$ cat config.mk
export PLATFORM = sky130hd
export DESIGN_NAME = pipelined_carry_select_adder_flat
export DESIGN_NICKNAME = d
export VERILOG_FILES = /design/src/rtl/pipelined_carry_select_adder_pkg.sv /design/src/rtl/pipelined_carry_select_adder_if.sv /design/src/rtl/pipelined_carry_select_adder_csa_group.sv /design/src/rtl/pipelined_carry_select_adder.sv /design/src/flat_wrapper.sv
export SDC_FILE = /design/constraint.sdc
export NUM_CORES = 1
export LEC_CHECK = 0
export ABC_AREA = 1
export CORE_MARGIN = 3
export CORE_UTILIZATION = 53
export CTS_BUF_LIST = sky130_fd_sc_hd__clkbuf_4
export DETAILED_ROUTE_END_ITERATION = 8
export GPL_TIMING_DRIVEN = 0
export HOLD_SLACK_MARGIN = 0.15
export PLACE_DENSITY_LB_ADDON = 0.08
export SLEW_MARGIN = 15
export SYNTH_ARGS = -nofsm -noshare
export SYNTH_HDL_FRONTEND = slang
export SYNTH_SLANG_ARGS = --single-unit
$ cat constraint.sdc
create_clock -name clk -period 3.4 [get_ports clk]
set_input_delay 0.51 -clock clk [delete_from_list [all_inputs] [get_ports clk]]
set_output_delay 0.51 -clock clk [all_outputs]
set_load 0.05 [all_outputs]
$ cat src/rtl/pipelined_carry_select_adder_pkg.sv
// Shared definitions for the pipelined carry-select add/sub unit:
// operation encoding and the group-count helper used to size the datapath.
package adder_pkg;

    typedef enum logic {
        OP_ADD = 1'b0,
        OP_SUB = 1'b1
    } op_e;

    function automatic int group_count(input int n, input int blk);
        return n / blk;
    endfunction

endpackage

$ cat src/rtl/pipelined_carry_select_adder_if.sv
// Operand/result handshake bundle for the pipelined carry-select adder.
// master = operand producer and result consumer, slave = the adder.
interface pipelined_carry_select_adder_if #(
    parameter int N = 32
);
    logic         in_valid;
    logic         in_ready;
    logic [N-1:0] a;
    logic [N-1:0] b;
    logic         cin;
    logic         op_sub;
    logic         out_valid;
    logic         out_ready;
    logic [N-1:0] sum;
    logic         cout;
    logic         overflow;

    modport master (
        output in_valid, a, b, cin, op_sub, out_ready,
        input  in_ready, out_valid, sum, cout, overflow
    );

    modport slave (
        input  in_valid, a, b, cin, op_sub, out_ready,
        output in_ready, out_valid, sum, cout, overflow
    );
endinterface

$ cat src/rtl/pipelined_carry_select_adder_csa_group.sv
// BLK-bit carry-select group: precomputes sums for carry 0 and 1, the incoming carry picks one.
// Latency: combinational. Backpressure: none, pure datapath.
// DUAL=0 gives the plain ripple form for the first group of a slice, whose carry is already known.
module csa_group #(
    parameter int BLK  = 4,
    parameter bit DUAL = 1'b1
) (
    input  logic [BLK-1:0] a,
    input  logic [BLK-1:0] b,
    input  logic           cin,
    output logic [BLK-1:0] sum,
    output logic           cout
);
    if (DUAL) begin : g_dual
        logic [BLK:0] r0;
        logic [BLK:0] r1;
        assign r0   = {1'b0, a} + {1'b0, b};
        assign r1   = {1'b0, a} + {1'b0, b} + {{BLK{1'b0}}, 1'b1};
        assign sum  = cin ? r1[BLK-1:0] : r0[BLK-1:0];
        assign cout = cin ? r1[BLK] : r0[BLK];
    end else begin : g_direct
        logic [BLK:0] r;
        assign r    = {1'b0, a} + {1'b0, b} + {{BLK{1'b0}}, cin};
        assign sum  = r[BLK-1:0];
        assign cout = r[BLK];
    end
endmodule

$ cat src/rtl/pipelined_carry_select_adder.sv
// Pipelined carry-select add/sub: A + (op_sub ? ~B : B) + cin, split into STAGES slices of BLK-bit groups.
// Latency: STAGES cycles from accept to out_valid; one beat per cycle while the consumer keeps up.
// Backpressure: global stall, every stage holds while out_valid && !out_ready; in_ready mirrors it.
module pipelined_carry_select_adder
    import adder_pkg::*;
#(
    parameter int N      = 32,
    parameter int BLK    = 4,
    parameter int STAGES = 2
) (
    input  logic                          clk,
    input  logic                          rst,
    pipelined_carry_select_adder_if.slave ifc
);
    localparam int W = N / STAGES;
    localparam int G = group_count(N, BLK) / STAGES;

    if (BLK < 2 || STAGES < 1 || (N % (BLK * STAGES)) != 0) begin : g_bad_cfg
        $error("pipelined_carry_select_adder: N must be a multiple of BLK*STAGES, BLK>=2, STAGES>=1");
    end

    logic         adv;
    logic [N-1:0] b_eff;

    assign adv          = !ifc.out_valid || ifc.out_ready;
    assign ifc.in_ready = adv;
    assign b_eff        = (op_e'(ifc.op_sub) == OP_SUB) ? ~ifc.b : ifc.b;

    // Stage k consumes operand bits [LO +: W]; bits above HI ride along (skew) and
    // finished sum bits below LO ride along (deskew) so the whole word exits together.
    for (genvar k = 0; k < STAGES; k++) begin : g_stage
        localparam int LO = k * W;
        localparam int HI = LO + W;

        logic            vld_in;
        logic            c_in;
        logic            vld_q;
        logic            c_q;
        logic [N-LO-1:0] a_in;
        logic [N-LO-1:0] b_in;
        logic [G:0]      gc;
        logic [W-1:0]    slice_sum;
        logic [HI-1:0]   sum_d;
        logic [HI-1:0]   sum_q;

        if (k == 0) begin : g_head
            assign vld_in = ifc.in_valid;
            assign c_in   = ifc.cin;
            assign a_in   = ifc.a;
            assign b_in   = b_eff;
            assign sum_d  = slice_sum;
        end else begin : g_body
            assign vld_in = g_stage[k-1].vld_q;
            assign c_in   = g_stage[k-1].c_q;
            assign a_in   = g_stage[k-1].g_skew.a_q;
            assign b_in   = g_stage[k-1].g_skew.b_q;
            assign sum_d  = {slice_sum, g_stage[k-1].sum_q};
        end

        assign gc[0] = c_in;
        for (genvar j = 0; j < G; j++) begin : g_grp
            csa_group #(
                .BLK  (BLK),
                .DUAL (j != 0)
            ) u_grp (
                .a    (a_in[j*BLK +: BLK]),
                .b    (b_in[j*BLK +: BLK]),
                .cin  (gc[j]),
                .sum  (slice_sum[j*BLK +: BLK]),
                .cout (gc[j+1])
            );
        end

        always_ff @(posedge clk) begin
            if (rst) begin
                vld_q <= 1'b0;
                c_q   <= 1'b0;
                sum_q <= '0;
            end else if (adv) begin
                vld_q <= vld_in;
                if (vld_in) begin
                    c_q   <= gc[G];
                    sum_q <= sum_d;
                end
            end
        end

        if (HI < N) begin : g_skew
            logic [N-HI-1:0] a_q;
            logic [N-HI-1:0] b_q;
            always_ff @(posedge clk) begin
                if (adv && vld_in) begin
                    a_q <= a_in[N-LO-1:W];
                    b_q <= b_in[N-LO-1:W];
                end
            end
        end else begin : g_tail
            // Top slice sees a[N-1] and b_eff[N-1] directly, so the sign check lives here.
            logic ovf_q;
            always_ff @(posedge clk) begin
                if (rst) begin
                    ovf_q <= 1'b0;
                end else if (adv && vld_in) begin
                    ovf_q <= (a_in[W-1] == b_in[W-1]) && (slice_sum[W-1] != a_in[W-1]);
                end
            end
        end
    end

    assign ifc.out_valid = g_stage[STAGES-1].vld_q;
    assign ifc.sum       = g_stage[STAGES-1].sum_q;
    assign ifc.cout      = g_stage[STAGES-1].c_q;
    assign ifc.overflow  = g_stage[STAGES-1].g_tail.ovf_q;

endmodule
$ cat src/flat_wrapper.sv
// flat-port wrapper written by rule: the top's interface ports become plain ports
module pipelined_carry_select_adder_flat import adder_pkg::*;
#(
    parameter int N      = 32,
    parameter int BLK    = 4,
    parameter int STAGES = 2
)
  (clk, rst, ifc_in_valid, ifc_a, ifc_b, ifc_cin, ifc_op_sub, ifc_out_ready, ifc_in_ready, ifc_out_valid, ifc_sum, ifc_cout, ifc_overflow);
  pipelined_carry_select_adder_if #(.N(N)) ifc_i ();
  input  logic clk;
  input  logic rst;
  input wire logic [$bits(ifc_i.in_valid)-1:0] ifc_in_valid;
  input wire logic [$bits(ifc_i.a)-1:0] ifc_a;
  input wire logic [$bits(ifc_i.b)-1:0] ifc_b;
  input wire logic [$bits(ifc_i.cin)-1:0] ifc_cin;
  input wire logic [$bits(ifc_i.op_sub)-1:0] ifc_op_sub;
  input wire logic [$bits(ifc_i.out_ready)-1:0] ifc_out_ready;
  output wire logic [$bits(ifc_i.in_ready)-1:0] ifc_in_ready;
  output wire logic [$bits(ifc_i.out_valid)-1:0] ifc_out_valid;
  output wire logic [$bits(ifc_i.sum)-1:0] ifc_sum;
  output wire logic [$bits(ifc_i.cout)-1:0] ifc_cout;
  output wire logic [$bits(ifc_i.overflow)-1:0] ifc_overflow;
  assign ifc_i.in_valid = ifc_in_valid;
  assign ifc_i.a = ifc_a;
  assign ifc_i.b = ifc_b;
  assign ifc_i.cin = ifc_cin;
  assign ifc_i.op_sub = ifc_op_sub;
  assign ifc_i.out_ready = ifc_out_ready;
  assign ifc_in_ready = ifc_i.in_ready;
  assign ifc_out_valid = ifc_i.out_valid;
  assign ifc_sum = ifc_i.sum;
  assign ifc_cout = ifc_i.cout;
  assign ifc_overflow = ifc_i.overflow;
  pipelined_carry_select_adder #(.N(N), .BLK(BLK), .STAGES(STAGES)) u_core (.clk(clk), .rst(rst), .ifc(ifc_i));
endmodule
# After elaboration in Yosys (flattened, before gate mapping)
# Index checks and enable logic that the tools add are counted.
# word_totals
elab_cells	48
ff_bits	85
in_bits	70
out_inout_bits	36
# op_classes
n_eq_ne	2
mux	13
add_sub_neg	16
bitwise	1
reduce_logical	7
# op_table
operator	count
adder 4 x 4 -> 5 bit	8
2-to-1 mux 32 bit	1
NOT 32 bit	1
adder 5 x 1 -> 5 bit, second input constant	6
2-to-1 mux 4 bit	6
adder 5 x 1 -> 5 bit	2
2-to-1 mux 1 bit	6
AND reduction 2 bit	2
logical AND 1 bit	3
equality test 1 bit	1
zero test 1 bit	1
logical OR 1 bit	1
inequality test 1 bit	1

# Depth between registers and ports, before layout
# logic_depth
word_depth	7
ltp_mapped	19
mapped_depth_nobuf	18

# By module
# A second synthesis with hierarchy kept.
# hier_totals
cells_unflattened	623
area_unflattened_um2	5136.2
# by_module_without_submodules
module	n_inst	cells_per_inst	seq_area_each_um2	area_each_um2
pipelined_carry_select_adder	1	303	2021.9	3255.6
csa_group at u_core.g_stage[0].g_grp[1].u_grp ...	3	45	0.0	262.8
csa_group at u_core.g_stage[0].g_grp[3].u_grp ...	3	45	0.0	254.0
csa_group at u_core.g_stage[0].g_grp[0].u_grp ...	2	25	0.0	165.2

# Worst setup path before layout
# Ideal clock, no wire load.
# synth_timing
path_kind	input port to flip-flop
start	input port ifc_op_sub
end	register u_core.g_stage[0].sum_q[14]
setup_time_ns	0.109
slack_ns	0.440
path_buffers	2
stages	17
arrival_time_ns	2.851
path_cell_list	clkbuf_1 > buf_2 > xor2_1 > fa_1 > inv_1 > fa_1 > o21ai_2 > nand2_2 > nor2_4 > a21o_2 > nand3_1 > nand2_4 > inv_2 > nand2_1 > nand3_1 > nand2_1 > inv_1
# synth_via
elab_chain_len	6
word_cells_on_any_way	12
# synth_lines
item	line_no	text
from (decl)	flat_wrapper.sv:16	input wire logic [$bits(ifc_i.op_sub)-1:0] ifc_op_sub;
2-to-1 mux 32 bit *	pipelined_carry_select_adder.sv:27	assign b_eff = (op_e'(ifc.op_sub) == OP_SUB) ? ~ifc.b : ifc.b;
adder 4 x 4 -> 5 bit, on equally long branches	pipelined_carry_select_adder_csa_group.sv:17, pipelined_carry_select_adder_csa_group.sv:18, pipelined_carry_select_adder_csa_group.sv:23	
adder 5 x 1 -> 5 bit, on equally long branches	pipelined_carry_select_adder_csa_group.sv:18, pipelined_carry_select_adder_csa_group.sv:23	
2-to-1 mux 1 bit (2 in series)	pipelined_carry_select_adder_csa_group.sv:20	assign cout = cin ? r1[BLK] : r0[BLK];
2-to-1 mux 4 bit *	pipelined_carry_select_adder_csa_group.sv:19	assign sum = cin ? r1[BLK-1:0] : r0[BLK-1:0];
to (signal assigned)	pipelined_carry_select_adder.sv:83	sum_q <= sum_d;
to (decl)	pipelined_carry_select_adder.sv:44	logic [HI-1:0] sum_q;
# Mark *: on every way between the ends. The rest lies on a longest branch, timed or not.
# A chain may end at the register's enable or synchronous reset.

# Worst setup path after layout
# layout_timing
start	input port ifc_op_sub
end	register u_core.g_stage[0].sum_q[12]
# Same word-level chain as after synthesis.

==> metrics.csv <==
metric,value,unit
Core Rows,34,
clk sinks,85,
"slowest stage delay, CP",420,ps
Critical Path Start Type,primary input,
Fin Setup TNS,0,ps
GRT overflow,0,
dpl cells,773,
drt total wl,10620,µm
share of layout cells above drive strength 1,6.167,%
RSZ-0062 raised after global routing,false,
Mapped Nets,678,
Post-Synthesis Cells,561,
crit path DAT,3250,ps
ys async rst share,0,%
count of input and output buffers,104,
initial antenna violation count,0,
Core Region,8891,µm²
CP max FO,10,
post-route core utilization,70.15,%
CP max stage cell,fa_1,
number of enable flip-flop cells after synthesis,32,
Clock Latency Late Sink,430,ps
Layout area overhead,26.72,%
Nets,793,
synthesized area per cell,8.774,µm²
GP Congestion,0.8701,
Max Slew Vio Count,0,
hpwl dp,8314,µm
DR vias,3997,
Avg WL per Cell,13.45,µm
register area,2022,µm²
Routed Antenna Nets,0,
die area,10480,µm²
Die W,102.4,µm
Crit. End Element,flop,
post-synthesis sequential area ratio,41.08,%
Clock transition at path regs,130,ps
Final Hold Fails,0,
"Distinct cells, synth",35,
Post-CTS Hold Fix Bufs,0,
maximum clock path buffer count,2,
vias in the first global route,3891,
Pleak,0.002848,µW
setup bufs post-CTS,0,
max_cap viols,0,
Setup Viol. Count Final,0,
Via-to-Cell Ratio,5.066,
largest net degree at the start of global routing,42,
total CTS buffers,9,
Min Hold Slack,450.4,ps
Top Ports,106,
CTS resizes,0,
initial core utilization,55.36,%
drt pass-1 iters,5,
H-tree levels,3,
first-pass GRT wire length,17510,µm
PwrDens,438.7,nW/µm²
All-Layer GR Usage,21.25,%
FMAX,342.1,MHz
TritonCTS clock tree,built,
Fillers,725,
worst-margin pin slew,579.4,ps
diode count,0,
YS warnings,0,
final cycle utilization of the critical path,85.98,%
crit path cell chain,clkbuf_1 > buf_2 > xor2_1 > fa_1 > inv_1 > fa_1 > o21ai_2 > nand2_2 > nor2_4 > a21o_2 > nand3_1 > nand2_4 > inv_2 > nand2_1 > nand3_1 > nand2_1 > inv_1,
Worst Path Required,3730,ps
area of the multi-input gates,2472,µm²
"FF+latch count, synth",85,
Min-Delay Path Class,reg2reg,
outcome,"complete, no violations",
Die Ht,102.4,µm
Worst Skew,24.89,ps
Crit Path Category,in2reg,
starting DRC count in detailed routing,155,
Tmin final,2923,ps
CTS Root Cell,clkbuf_4,
worst vdd ir,0.0002528,V
Synth Cell Area,4922,µm²
Residual DRC,0,
Most used DFF post-synth,dfxtp_1,
Slew headroom,61.25,%
Post-Layout Cell Count,789,
## cell type report
class | count | area share, %
Buffer | 19 | 1.565
Clock buffer | 10 | 1.204
Tap cell | 108 | 2.167
Sequential cell | 85 | 32.42
Inverter | 88 | 5.296
Timing Repair Buffer | 104 | 16.69
Multi-Input combinational cell | 369 | 39.64
Clock inverter | 6 | 1.023
## per-stage QoR
step / setup slack [ps] / cell area [µm²] / total power [µW]
2_1_floorplan: 439.9 / 4922 / 1894
3_3_place_gp: 118.2 / 6098 / 2154
3_5_place_dp: 13.35 / 6098 / 2184
4_1_cts: 468.0 / 6237 / 2758
5_1_grt: 248.5 / 6237 / 2917
6_report: 476.5 / 6237 / 2736
## Yosys cell counts, types with 3 or more instances
cell type	instances	area share [%]
dfxtp_1	53	22
ha_1	37	9.4
nand2_2	7	0.89
clkbuf_1	11	0.84
o21ai_0	44	4.5
buf_2	4	0.41
edfxtp_1	32	20
inv_1	87	6.6
a21oi_1	45	4.6
a21o_1	3	0.46
a31oi_1	4	0.51
o211ai_1	3	0.46
nand3_1	33	3.4
xnor2_1	11	2.0
fa_1	10	4.1
nand2_1	62	4.7
nand2_4	4	0.92
xor2_1	49	8.7
nor2_1	42	3.2
## cell families after synthesis
| family | share of synthesized area [%] |
|---|---|
| AOI/OAI and AO/OA | 11.67 |
| xor gates and xnor gates | 10.68 |
| adders and majority gates | 13.47 |
| buffers and inverters | 8.693 |
| DFF | 41.08 |
| and+or+nand+nor | 14.41 |
## critical path, delay by kind of cell
family          cells  cell delay, ps
buf+inv             5             680
compound gates      2             490
xor+xnor            1             210
fa+ha+maj           2             610
simple gates        7             730
## routing by layer
layer	GRT usage (%)	routed length (µm)
met1	26.06	4685
met2	37.83	5272
met3	5.188	553
met4	4.743	103
met5	0	0
## worst paths after layout
check,from,end,slack [ps],cells after the start
setup / recovery,ifc_op_sub,u_core.g_stage[0].sum_q[12],480,17
setup reg to reg,u_core.g_stage[0].g_skew.b_q[0],u_core.ifc.overflow,750,17
hold reg to reg,u_core.g_stage[0].sum_q[12],u_core.ifc.sum[12],450,2
hold / removal,u_core.g_stage[0].sum_q[12],u_core.ifc.sum[12],450,2
## registers in the layout, indices dropped and copies added (netlist names)
signal	cells
u_core.g_stage.g_skew.b_q	16
u_core.g_stage.sum_q	16
u_core.g_stage.vld_q	1
u_core.ifc.out_valid	1
u_core.ifc.cout	1
u_core.ifc.overflow	1
u_core.g_stage.g_skew.a_q	16
u_core.ifc.sum	32
u_core.g_stage.c_q	1
## where the power goes
| group | internal (µW) | switching [µW] |
|---|---|---|
| Combinational | 393 | 578 |
| Clock | 233 | 338 |
| Sequential | 1150 | 41.1 |
## placed cells by master (no fill, tap or decap), types with 4 or more instances in the layout
| master | n |
|---|---|
| dfxtp_1 | 53 |
| nand2_4 | 4 |
| clkbuf_4 | 10 |
| edfxtp_1 | 32 |
| fa_1 | 10 |
| clkdlybuf4s50_1 | 104 |
| nand2_2 | 7 |
| inv_1 | 87 |
| nand3_1 | 33 |
| ha_1 | 37 |
| xor2_1 | 49 |
| a31oi_1 | 4 |
| buf_2 | 4 |
| nor2_1 | 42 |
| o21ai_0 | 44 |
| nand2_1 | 62 |
| clkbuf_1 | 11 |
| xnor2_1 | 11 |
| a21oi_1 | 45 |
Power figures use the tool's default switching activity.
